`src/rtl/uart_tx_fifo.sv`:
```
// uart_tx_fifo: transmit byte queue plus launch controller
// feeding a UART transmitter over data_in/tx_start/tx_busy.
module uart_tx_fifo #(
  parameter int DEPTH       = 16,
  parameter int ACK_TIMEOUT = 15
) (
  input  logic                     clk,
  input  logic                     rst_n,
  input  logic                     wr_en,
  input  logic [7:0]               wr_data,
  input  logic                     flush,
  input  logic                     clr_ovf,
  input  logic                     tx_busy,
  output logic [7:0]               tx_data,
  output logic                     tx_start,
  output logic                     full,
  output logic                     empty,
  output logic [$clog2(DEPTH):0]   count,
  output logic                     overflow,
  output logic                     retry
);

  localparam int AW = $clog2(DEPTH);
  localparam int CW = AW + 1;
  localparam int TW = $clog2(ACK_TIMEOUT + 1);
  localparam logic [CW-1:0] FULLV = CW'(DEPTH);
  localparam logic [TW-1:0] TMAX  = TW'(ACK_TIMEOUT);

  typedef enum logic [2:0] {
    IDLE, LAUNCH, WAIT_BUSY, WAIT_DONE, GAP
  } state_e;

  state_e        state_q, state_d;
  logic [7:0]    mem_q [DEPTH];
  logic [AW-1:0] wr_ptr_q, wr_ptr_d;
  logic [AW-1:0] rd_ptr_q, rd_ptr_d;
  logic [CW-1:0] count_q, count_d;
  logic [TW-1:0] tmo_q, tmo_d;
  logic [7:0]    tx_data_q, tx_data_d;
  logic          start_q, start_d;
  logic          full_q, empty_q;
  logic          ovf_q, ovf_d;
  logic          retry_q, retry_d;
  logic          pend_q, pend_d;
  logic          wr_acc, pop, is_full;

  assign is_full = (count_q == FULLV);
  assign wr_acc  = wr_en && !is_full && !flush;

  // Launch FSM: pop, pulse tx_start, await busy, then a low gap.
  always_comb begin
    state_d = state_q;
    tmo_d   = tmo_q;
    pend_d  = pend_q;
    retry_d = 1'b0;
    pop     = 1'b0;
    unique case (state_q)
      IDLE: begin
        if (!tx_busy) begin
          if (pend_q) begin
            pend_d  = 1'b0;
            state_d = LAUNCH;
          end else if (count_q != '0 && !flush) begin
            pop     = 1'b1;
            state_d = LAUNCH;
          end
        end
      end
      LAUNCH: begin
        tmo_d   = '0;
        state_d = WAIT_BUSY;
      end
      WAIT_BUSY: begin
        if (tx_busy) begin
          state_d = WAIT_DONE;
        end else if (tmo_q == TMAX) begin
          retry_d = 1'b1;
          pend_d  = 1'b1;
          state_d = GAP;
        end else begin
          tmo_d = tmo_q + 1'b1;
        end
      end
      WAIT_DONE: begin
        if (!tx_busy) state_d = GAP;
      end
      GAP: state_d = IDLE;
      default: state_d = IDLE;
    endcase
  end

  // Queue bookkeeping; flush wins over a concurrent write.
  always_comb begin
    wr_ptr_d  = wr_ptr_q;
    rd_ptr_d  = rd_ptr_q;
    count_d   = count_q;
    tx_data_d = tx_data_q;
    ovf_d     = ovf_q;
    if (pop) tx_data_d = mem_q[rd_ptr_q];
    if (flush) begin
      wr_ptr_d = '0;
      rd_ptr_d = '0;
      count_d  = '0;
    end else begin
      if (wr_acc) wr_ptr_d = wr_ptr_q + 1'b1;
      if (pop)    rd_ptr_d = rd_ptr_q + 1'b1;
      if (wr_acc && !pop) count_d = count_q + 1'b1;
      if (!wr_acc && pop) count_d = count_q - 1'b1;
    end
    if (clr_ovf) ovf_d = 1'b0;
    if (wr_en && is_full) ovf_d = 1'b1;
    start_d = (state_d == LAUNCH);
  end

  // Byte storage; contents need no reset.
  always_ff @(posedge clk) begin
    if (wr_acc) mem_q[wr_ptr_q] <= wr_data;
  end

  // State and output registers.
  always_ff @(posedge clk or negedge rst_n) begin
    if (!rst_n) begin
      state_q   <= IDLE;
      wr_ptr_q  <= '0;
      rd_ptr_q  <= '0;
      count_q   <= '0;
      tmo_q     <= '0;
      tx_data_q <= '0;
      start_q   <= 1'b0;
      full_q    <= 1'b0;
      empty_q   <= 1'b1;
      ovf_q     <= 1'b0;
      retry_q   <= 1'b0;
      pend_q    <= 1'b0;
    end else begin
      state_q   <= state_d;
      wr_ptr_q  <= wr_ptr_d;
      rd_ptr_q  <= rd_ptr_d;
      count_q   <= count_d;
      tmo_q     <= tmo_d;
      tx_data_q <= tx_data_d;
      start_q   <= start_d;
      full_q    <= (count_d == FULLV);
      empty_q   <= (count_d == '0);
      ovf_q     <= ovf_d;
      retry_q   <= retry_d;
      pend_q    <= pend_d;
    end
  end

  assign tx_data  = tx_data_q;
  assign tx_start = start_q;
  assign full     = full_q;
  assign empty    = empty_q;
  assign count    = count_q;
  assign overflow = ovf_q;
  assign retry    = retry_q;

endmodule

```
`config.mk`:
```
export PLATFORM = sky130hd
export DESIGN_NAME = uart_tx_fifo
export DESIGN_NICKNAME = d
export VERILOG_FILES = /design/src/rtl/uart_tx_fifo.sv
export SDC_FILE = /design/constraint.sdc
export NUM_CORES = 1
export LEC_CHECK = 0
export CORE_ASPECT_RATIO = 1.1
export CORE_MARGIN = 4
export CORE_UTILIZATION = 60
export DETAILED_ROUTE_END_ITERATION = 8
export PLACE_DENSITY = 0.79
export SETUP_SLACK_MARGIN = 0.2
export SLEW_MARGIN = 5
export SYNTH_ARGS = -nofsm -noshare
export SYNTH_HDL_FRONTEND = slang
export SYNTH_SLANG_ARGS = --single-unit
```
`constraint.sdc`:
```
create_clock -name clk -period 3.3 [get_ports clk]
set_input_delay 0.66 -clock clk [delete_from_list [all_inputs] [get_ports clk]]
set_output_delay 0.66 -clock clk [all_outputs]
set_load 0.005 [all_outputs]
```
**Yosys cells after proc, flatten, opt, wreduce, memory -nomap -nowiden**

Memories as Yosys holds them, arrays and structs flattened. A register that Yosys moved wholly into a read port is not among the register bits.
Index checks and enable logic that the tools add are counted.

- Memory bits (read-only): 0
- Memory bits (writable): 128
- Bits in latches: 0
- Input port bits: 14
- Memories: 1
- Register bits after elaboration: 26
- Output and inout bits: 18
- Logic and storage cells: 81

Memory list:

| memory | words | bits a word | read ports | clocked after memory_dff | wr ports | line | text |
|---|---|---|---|---|---|---|---|
| mem_q | 16 | 8 | 1 | 1 | 1 | 34 | `logic [7:0] mem_q [DEPTH];` |

- $lt $le $gt $ge: 0
- Multiplexer cells: 32
- Shift-type cells: 0
- Bitwise gates (word level): 0
- Eq/ne operators: 11
- Reduce and logical (&&, ||, !) cells: 21
- $mul: 0
- Div/mod/pow operators: 0
- Add/subtract/negate cells: 5

Operators by type and width:

| cell | count |
|---|---|
| two-way mux 4 bit | 6 |
| two-way mux 3 bit | 6 |
| two-way mux 5 bit | 3 |
| two-way mux 1 bit | 14 |
| adder 4 x 1 -> 4 bit (second input constant) | 3 |
| one-hot mux 3 bit (4 select lines) | 1 |
| == test 5 bit (second input constant) | 2 |
| nonzero test 2 bit | 5 |
| inequality test 2 bit (second input constant) | 4 |
| one-hot mux 4 bit (2 select lines) | 1 |
| == test 3 x 1 -> 1 bit (second input constant) | 2 |
| == test 3 x 2 -> 1 bit (second input constant) | 2 |
| logical AND 1 bit | 6 |
| adder 5 x 1 -> 5 bit (second input constant) | 1 |
| zero test 1 bit | 5 |
| zero test 5 bit | 1 |
| nonzero test 5 bit | 1 |
| subtractor 5 x 1 -> 5 bit (second input constant) | 1 |
| == test 4 bit (second input constant) | 1 |
| AND reduction 4 bit | 1 |
| zero test 3 bit | 1 |
| AND reduction 3 bit | 1 |
| one-hot mux 1 bit (2 select lines) | 1 |

**Depth between registers and ports, before layout**

Gate-level depths: netlist of the first run.

- Depth after elaboration: 12
- Mapped depth: 8
- Gate-level depth less buffers: 7

**Worst setup path before layout of the first run**

No wires, ideal clock.

- Path type: register -> register
- From: register count_q[0], in the netlist count[0]
- To: memory mem_q[0][0] (enable)
- Setup slack: 0.993 ns
- Setup time: 0.383 ns
- Cell stages (with the launch flop): 8
- Data required time: 2.917 ns
- Data arrival time: 1.924 ns
- Period minus slack after synthesis: 2.307 ns
- Path buffers: 0
- Path through: dfrtp_1 > inv_1 > ha_1 > nand4bb_1 > nand2_1 > nor2_1 > nand2_1 > nor3_1

- Word-level cells in the longest chain between the ends: 6

Ends and longest elaborated chain:

| item | line | text |
|---|---|---|
| from (decl) | 37 | `logic [CW-1:0] count_q, count_d;` |
| from (signal assigned) | 139 | `count_q <= count_d;` |
| == test 5 bit | 47 | `assign is_full = (count_q == FULLV);` |
| zero test 1 bit | 48 | `assign wr_acc = wr_en && !is_full && !flush;` |
| logical AND 1 bit (2 in a row) | 48 |  |
| two-way mux 1 bit | 117 | `if (wr_acc) mem_q[wr_ptr_q] <= wr_data;` |
| two-way mux 1 bit (not written as such) | 117 |  |
| to (decl) | 34 |  |

Every way passes these cells.

**Worst setup path after layout of the first run**

- From: register count_q[0], in the netlist count[0]
- To: register full_q, in the netlist full

- Word-level cells in the longest chain between the ends: 12
- Elaborated cells between the ends (all ways): 20
- Classes of those cells: 2 x add/sub; 2 x eq/ne; 7 x mux; 9 x reduce/logical

Ends and longest elaborated chain:

| item | line | text |
|---|---|---|
| nonzero test 5 bit | 63 | `end else if (count_q != '0 && !flush) begin` |
| logical AND 1 bit | 63 |  |
| two-way mux 1 bit | 63 |  |
| two-way mux 1 bit | 60 | `if (pend_q) begin` |
| two-way mux 1 bit | 59 | `if (!tx_busy) begin` |
| two-way mux 1 bit | 57 | `unique case (state_q)` |
| zero test 1 bit | 107 | `if (wr_acc && !pop) count_d = count_q + 1'b1;` |
| logical AND 1 bit | 107 |  |
| two-way mux 5 bit | 107 |  |
| two-way mux 5 bit * | 108 | `if (!wr_acc && pop) count_d = count_q - 1'b1;` |
| two-way mux 5 bit * | 100 | `if (flush) begin` |
| == test 5 bit * | 143 | `full_q <= (count_d == FULLV);` |
| to (signal assigned) | 143 |  |
| to (decl) | 41 | `logic full_q, empty_q;` |

Every way passes the cells marked *; elsewhere a longest branch is shown, timed or not.
A chain may end at the register's enable or synchronous reset.

==> results of run 1 <==
per-stage QoR:
step           area [µm²]  total power [mW]  worst slack (ns)  hold WS (ns)
2_1_floorplan        6680              2.84             0.993         0.364
3_3_place_gp         7310              3.10             0.409         0.498
3_5_place_dp         7310              3.14             0.336         0.500
4_1_cts              7930              5.17             0.762         0.514
5_1_grt              7930              5.34             0.564         0.531
6_report             7930              5.12             0.739         0.509
synthesized netlist by cell type (2+ instances only):
cell and count:
nor4_1 2, nand4_1 3, mux2_2 12, o21ai_0 7
nor2_1 32, nand2b_1 6, mux4_2 40, inv_1 8
nor2b_1 3, mux2i_1 3, buf_2 6, dfrtp_1 33
ha_1 9, nand2_1 14, xnor2_1 4, a21oi_1 3
clkbuf_1 9, nor4b_2 2, nand3_1 3, xor2_1 4
nor3_1 6, edfxtp_1 128
cells by family (layout without fill, tap and decap cells):
| group | count (synthesis) | in the layout |
|---|---|---|
| AOI/OAI and AO/OA | 21 | 21 |
| muxes | 56 | 56 |
| and+or+nand+nor | 82 | 82 |
| DFF | 162 | 162 |
| xor gates and xnor gates | 8 | 8 |
| buffers and inverters | 26 | 99 |
| adders and majority gates | 9 | 9 |
sequential cells by signal (all words and copies together), names as in the netlist:
name and count:
mem_q 128, tx_data 8, count 5, rd_ptr_q 4, tmo_q 4, wr_ptr_q 4, state_q 3, empty 1
full 1, overflow 1, pend_q 1, retry 1, tx_start 1
worst register-to-register path, delay by kind of cell, from the launching register on:
| kind | cells | cell delay, ns |
|---|---|---|
| and+or+nand+nor | 3 | 0.69 |
| buffers and inverters | 3 | 0.53 |
| DFF | 1 | 0.46 |
| xor gates and xnor gates | 1 | 0.40 |
| adders and majority gates | 1 | 0.23 |
| AOI/OAI and AO/OA | 1 | 0.16 |
per-layer routing:
layer	global-route usage	up-vias
li1	-	1553
met1	0.280	1814
met2	0.364	121
met3	0.0617	23
met4	0.0663	0
met5	0	-
where the power goes:
group	internal, mW	leakage [nW]	total (mW)	switching (mW)
sequential	2.31	1.60	2.42	0.114
clock	1.27	0.297	2.03	0.760
combinational	0.386	0.826	0.667	0.281
how the worst max path moves through the flow:
stage | startpoint | to | slack, ns | cells after the start
floorplan | count[0] | mem_q[0][0] | 0.99 | 7
global placement | tx_busy | full | 0.41 | 8
detailed placement | tx_busy | full | 0.34 | 8
CTS | count[0] | full | 0.76 | 9
global route | count[0] | mem_q[6][0] | 0.56 | 8
finish | count[0] | full | 0.74 | 9
cell type report:
cell class	instances	area, µm²	area share
flip-flops and latches	162	4700	0.592
clock inverters	12	180	0.0227
clock buffers	20	437	0.0551
repair buffers	59	533	0.0672
well taps	147	184	0.0232
inverters	8	30.0	0.00379
multi-input cells	176	1870	0.236
==> results summary, run 1 <==
The via count of the first global-routing pass is about 3700. The arrival time of data at the critical path endpoint came out at about 2.9 ns. The via count normalized by instance count came out at roughly 6. The cell at the root of the clock tree is clkbuf_16.

The filler-free cell count of the finished design is between 500 and 600. Dividing the synthesized area by the synthesized cell count gives between 15 and 20 µm². The final max-slew violation count came out at 0. The library cells used most frequently in the layout, excluding fill and tap cells, are 128 x edfxtp_1, 40 x mux4_2, 32 x nor2_1, 32 x dfrtp_1, 31 x clkdlybuf4s50_1. The number of buffers added by the clock tree synthesis step came out at 17. Summed over all layers, the global routing overflow is 0. The detailed-router iteration count before antenna repair is 4. The worst hold path begins at tx_data[1]. The post-synthesis mux area share is 0.162. The unique cell type count in the Yosys netlist came out at 49. The setup slack of the most critical reg-to-reg path came out at between 0.7 and 0.8 ns.

The met1 wire length came out at 5080 µm. In this run the critical register-to-register path is launched from count[0]. Synthesis produced about 360 cells.

The detail route stage leaves a number of antenna-violating nets equal to 0. The number of nets produced by synthesis is 387. The amount of wire on met3 after detailed routing came out at a little under 700 µm. The total wire length came out at roughly 13000 µm. Along the worst path, the maximum fanout reaches 15. The delay of the slowest critical-path stage came out at ~0.46 ns. The power density over cell area is around 650 nW/µm². The overall via count from detail_route is between 3000 and 4000.

The number of hold buffers added after CTS was 0. Broken down by cell family, the worst path's largest delay share belongs to simple AND/OR/NAND/NOR gates. The highest metal layer with signal wires is met4. Buffers added to address setup during post-CTS repair amount to 0. Of the cells placed in the final design, the portion with a size suffix greater than 1 is 0.272. The total negative slack came out at 0 ns. In this run the worst hold path is classified as flop to flop. The floorplan core area is 10900 µm². The effective utilization at floorplan came out at 0.612. The path with the worst hold slack has its endpoint at tx_data[1]. The number of clock sinks is approximately 160. The final-layout fill cell count is between 600 and 700. For this run, design rule violations remaining after detail routing come to 0.

The clock slew seen by the registers of the worst setup and hold paths came out at around 0.060 ns. Walking the worst path, the cells encountered are inv_1 > ha_1 > nor4b_2 > nor4b_4 > buf_4 > buf_4 > xnor2_1 > a221oi_2 > nor4b_2. The largest net degree at the start of global routing is 36. The maximum ir drop on the vdd rail came out at between 0.0004 and 0.0005 V.

The data required time at the worst endpoint is 3.63 ns. The most area-hungry cell type in the Yosys netlist is edfxtp_1. The utilization after layout is 0.727. The final count of hold timing violations is 0. The setup-violating endpoint count in the final report came out at 0.

The worst pin sits at a relative slew slack of 0.577. The most common cell after layout, fill and taps aside is edfxtp_1. The wire length of the first global-routing pass is approximately 20000 µm. Of the total synthesized cell area, the portion taken by XOR and XNOR cells is 0.0105. The antenna diode instance count came out at 0.

The overall die area came out at approximately 13000 µm². The sort of element at the end of the critical path is a flop. The number of placed I/O pins came out at 32. The share of the clock period used by the worst path is 0.776. Counting along the longest clock path gives a buffer depth of 2. The slowest stage of the critical path is the dfrtp_1 cell. From synthesis to final layout, the design area changed by 18.7%. The type of origin of the critical path is a flop. The category of the critical setup timing path is flop to flop. The average detailed-routed wire length per instance is 21.9 µm. The number of synthesized register bits is 162. The logic depth of the worst register-to-register path came out at 9. In this run the critical register-to-register path is captured at full.

The detailed router's first-iteration violation count is 240. Counting tap cells, the placed design contains a total of about 550 instances. The placed wire-length estimate is about 8400 µm. The net total in the final layout is 447. The insertion delay of the later-clocked pin in the worst-skew pair is 0.42 ns. Of the total synthesized cell area, the portion taken by full adders, half adders and majority gates is 0.0169.

The count of buffers inserted at the top-level ports is 31. The tool flagged a number of max-cap violations equal to 0. By area the synthesized netlist is led by edfxtp_1 58%, mux4_2 13%, dfrtp_1 12%. The number of instances on the worst hold path came out at 1.

The proportion of synthesized flip-flops having asynchronous set or reset came out at 0.210. The basic-gate share of the synthesized area counting and, or, nand and nor cells came out at 0.0687. Setup repair after global routing left no endpoint under its margin. Detailed routing placed a total of 6780 µm of wire on met2. In this run the cell area of the synthesized design comes to approximately 6700 µm².

In this run the vertical extent of the chip is 119 µm. The final critical path time including I/O delays and setup is about 2.6 ns. The number of warning messages in the yosys log is 0. The number of gates given a new drive strength after cts is 0. The share of Yosys cell area claimed by the top area cell type is 0.575. The combined global-route utilization of all metal layers is 0.219. The worst path buffer plus inverter count is 3. The number of enable flip-flop cells after synthesis is approximately 130. The die is 109 µm wide. After synthesis, the largest family of logic cells by area is multiplexers. The portion of the post-synthesis area used by sequential elements is 0.703. The TritonCTS clock tree is yes. The number of antenna violations at the first check in global routing was 0. The number of placement rows came out at 40. The weighted congestion reported at the end of routability-driven placement came out at 0.819. The maximum clock frequency is between 300 and 400 MHz. The leakage power of the design came out at 2.72 nW. The deepest level of the CTS H-tree came out at 4. The area fraction in compound gates after synthesis is 0.0217.

The run finished with clean final reports. At the pin with the least slew margin, the transition time is between 0.6 and 0.7 ns. The setup skew after layout came out at between 0.005 and 0.006 ns.

The leading register cell type out of synthesis is edfxtp_1.
(Power assumes the default switching activity.)
==> inputs of run 2 (changes only) <==
==> constraint.sdc (replaced) <==
create_clock -name clk -period 2.6 [get_ports clk]
set_input_delay 0.52 -clock clk [delete_from_list [all_inputs] [get_ports clk]]
set_output_delay 0.52 -clock clk [all_outputs]
set_load 0.005 [all_outputs]
==> results summary, run 2 (synthesis gave the netlist of run 1 again) <==
Status: finished, final reports clean (unchanged). The routing usage on met2 came out at 0.362 (was 0.364). The average detailed-routed wire length per instance came to 22.1 µm (was 21.9 µm). The actual slew at the worst max-slew pin came out at 0.643 ns (was 0.635 ns). The total area of multi-input combinational cells came to 1900 µm² (was 1870 µm²). The combined global-route utilization of all metal layers came out at 0.221 (was 0.219). The via count normalized by instance count is 6.04 (was 6.01). The maximum ir drop on the vdd rail is 0.000596 V (was 0.000449 V). The reported max-cap violation count came to 0 (unchanged). The final critical path time including I/O delays and setup was 2.28 ns (was 2.56 ns).

The leakage power of the design came to 2.78 nW (was 2.72 nW). The register bank with the most flops is mem_q (unchanged). The number of clock sinks is 162 (unchanged). The antenna diode instance count is 0 (unchanged). The residual antenna-violating net count after detailed routing is 0 (unchanged). The share of the clock period used by the worst path is 0.878 (was 0.776). The effective utilization at floorplan came to 0.612 (unchanged). The sum of overflow across all layers after global routing is 0 (unchanged). The most common cell after layout, fill and taps aside is edfxtp_1 (unchanged). The clock network power share came out at 0.381 (was 0.396).

The area growth from synthesis to layout is 20.1% (was 18.7%). The number of flip-flops under the largest register name was 128 (unchanged). The worst setup slack after placement came to -0.207 ns (was 0.336 ns). The final max-slew violation count is 0 (unchanged).

The cell at the root of the clock tree is clkbuf_16 (unchanged). The relative max-transition margin came out at 0.571 (was 0.577). Most frequent cells in the layout: 128 x edfxtp_1, 40 x mux4_2, 37 x buf_4, 32 x nor2_1 (was 128 x edfxtp_1, 40 x mux4_2, 32 x nor2_1, 32 x dfrtp_1, 31 x clkdlybuf4s50_1). The type of the tightest min-delay check is flop to flop (unchanged).

The setup-violating endpoint count in the final report came out at 0 (unchanged). The total placed cells including tap cells came out at 560 (was 552). The endpoint of the worst register-to-register path is full (unchanged). The flip-flop and latch area is 4700 µm² (about the same). The via count of the first global-routing pass is 3686 (was 3675).

The deepest level of the CTS H-tree came out at 4 (unchanged). The proportion of total power due to net switching is 0.236 (was 0.225). The met3 global-route usage came out at 0.0431 (was 0.0617).

The insertion delay of the later-clocked pin in the worst-skew pair was 0.41 ns (was 0.42 ns). The setup skew after layout was 0.0115 ns (was 0.00572 ns). The sequential power share came out at 0.474 (about the same). The placed wire-length estimate came out at 8170 µm (was 8410 µm).

The critical path endpoint is full (unchanged). The final-layout fill cell count came out at 652 (was 664). The fraction of layout cells with a size suffix above 1 is 0.304 (was 0.272). The arrival time of data at the critical path endpoint is 2.57 ns (was 2.89 ns). The final count of hold timing violations came out at 0 (unchanged).

The setup slack of the most critical reg-to-reg path is 0.32 ns (was 0.74 ns). The number of placement rows came out at 40 (unchanged). The category of the critical setup timing path is flop to flop (unchanged). The switching power summed over all nets came out at 1.51 mW (was 1.15 mW). The cell internal power dissipation came to 4.89 mW (was 3.97 mW). The worst setup slack after layout came to 0.316 ns (was 0.739 ns).

The power density over cell area came out at 798 nW/µm² (was 646 nW/µm²). The total power after layout is 6.40 mW (was 5.12 mW). The clock slew seen by the registers of the worst setup and hold paths came out at 0.06 ns (about the same). The floorplan core area is 10900 µm² (unchanged).

The vertical die dimension is 119 µm (unchanged). The total wire length came out at 13200 µm (was 12800 µm). The overall via count from detail_route is 3596 (was 3511).

The net total in the final layout is 458 (was 447). The utilization after layout came out at 0.735 (was 0.727). The post-route DRC violation count came out at 0 (unchanged). The die outline width came out at 109 µm (unchanged). The number of antenna violations at the first check in global routing is 0 (unchanged). The share of power burned in combinational logic is 0.145 (was 0.130).

The global-route met1 utilization came to 0.309 (was 0.280). The largest net degree at the start of global routing came out at 36 (unchanged). The maximum count of clock buffers along a single path is 2 (unchanged). The most crowded layer after global routing was met2 (unchanged). The TritonCTS clock tree is yes (unchanged). The wire length of the first global-routing pass came out at 20800 µm (was 20500 µm). The number of placed I/O pins came out at 32 (unchanged). The sort of element at the end of the critical path is a flop (unchanged). The number of buffers added by the clock tree synthesis step was 17 (unchanged). The count of hold buffers inserted by post-cts repair was 0 (unchanged).

The worst reg2reg path startpoint was count[1] (was count[0]). The type of origin of the critical path was a flop (unchanged). The data required time at the worst endpoint is 2.88 ns (was 3.63 ns). The detailed router's first-iteration violation count is 395 (was 240). The filler-free cell count of the finished design is 595 (was 584). Unrepaired setup endpoints after global routing: false (unchanged).

The maximum clock frequency came out at 438 MHz (was 390 MHz). The count of buffers inserted at the top-level ports came to 31 (unchanged). The maximum fanout along the worst path was 4 (was 15).

The logic depth of the worst register-to-register path came out at 8 (was 9). The overall die area came out at 12900 µm² (unchanged). The detailed-router iteration count before antenna repair is 5 (was 4). The launching element of the worst setup path is count[1] (was count[0]). The weighted congestion reported at the end of routability-driven placement came out at 0.794 (was 0.819).
-- run 2: cell count changes in the layout (fill, tap and decap cells not counted), sizes merged --
cell,previous run,this run
bufinv,4,2
clkbuf,20,18
inv,10,14
buf,28,39
clkinvlp,1,3
clkinv,5,3
-- run 2: what timing repair did --
| action | 4_1_cts | 5_1_grt |
|---|---|---|
| resized for setup | 1 | 5 |
| pin swaps | 0 | 2 |
| endpoints found under the setup margin | 2 | 27 |
| buffers inserted | 0 | 3 |
| hold endpoints to repair | 0 | 0 |
-- run 2: cell type report --
type,instances,area share
Clock buffer,18,0.0535
Clock inverter,14,0.0190
Inverter,8,0.00374
Multi-Input combinational cell,176,0.237
Sequential cell,162,0.586
Tap cell,147,0.0229
Timing Repair Buffer,70,0.0783
-- run 2: power groups by stage --
stage               Sequential, mW  Combinational, mW  Clock (mW)
finish                        3.04              0.928        2.44
global route                  3.06               1.01        2.60
CTS                           3.04              0.909        2.46
detailed placement            3.09              0.900           0
global placement              3.09              0.867           0
floorplan                     3.08              0.527           0
-- run 2: through the flow --
step	hold WS (ns)	cell area (µm²)	TNS [ns]
2_1_floorplan	0.224	6680	0
3_3_place_gp	0.496	7380	-0.279
5_1_grt	0.542	8020	0
6_report	0.507	8020	0
4_1_cts	0.513	7970	0
3_5_place_dp	0.502	7380	-0.493
-- run 2: layer usage --
layer	up-vias	part of all wire
met5	-	0
met4	0	0.010
met3	16	0.051
met2	144	0.53
met1	1860	0.41
li1	1576	-
-- run 2: how the worst min path moves through the flow --
stage	startpoint	to	slack (ns)	depth (start not counted)
floorplan	rst_n	count[0]	0.22	0
global placement	tx_data[4]	tx_data[4]	0.50	1
detailed placement	tx_data[6]	tx_data[6]	0.50	1
CTS	tx_data[6]	tx_data[6]	0.51	1
global route	tx_data[1]	tx_data[1]	0.54	1
finish	tx_data[6]	tx_data[6]	0.51	1
-- run 2: worst max-delay path, cell delays in order, from the launching register on --
cell     delay (ns)
dfrtp_2        0.39
inv_1          0.07
ha_2           0.19
nor4b_4        0.14
nor4b_4        0.36
buf_4          0.19
mux2i_1        0.23
mux2_2         0.41
nor4b_2        0.17
==> inputs of run 3 (changes only) <==
--- a/config.mk
+++ b/config.mk
@@ -9,6 +9,7 @@
 export CORE_MARGIN = 4
 export CORE_UTILIZATION = 60
 export DETAILED_ROUTE_END_ITERATION = 8
+export GPL_ROUTABILITY_DRIVEN = 1
 export PLACE_DENSITY = 0.79
 export SETUP_SLACK_MARGIN = 0.2
 export SLEW_MARGIN = 5
==> results of run 3 <==
Final layout, timing and power as in run 2 (identical DEF).
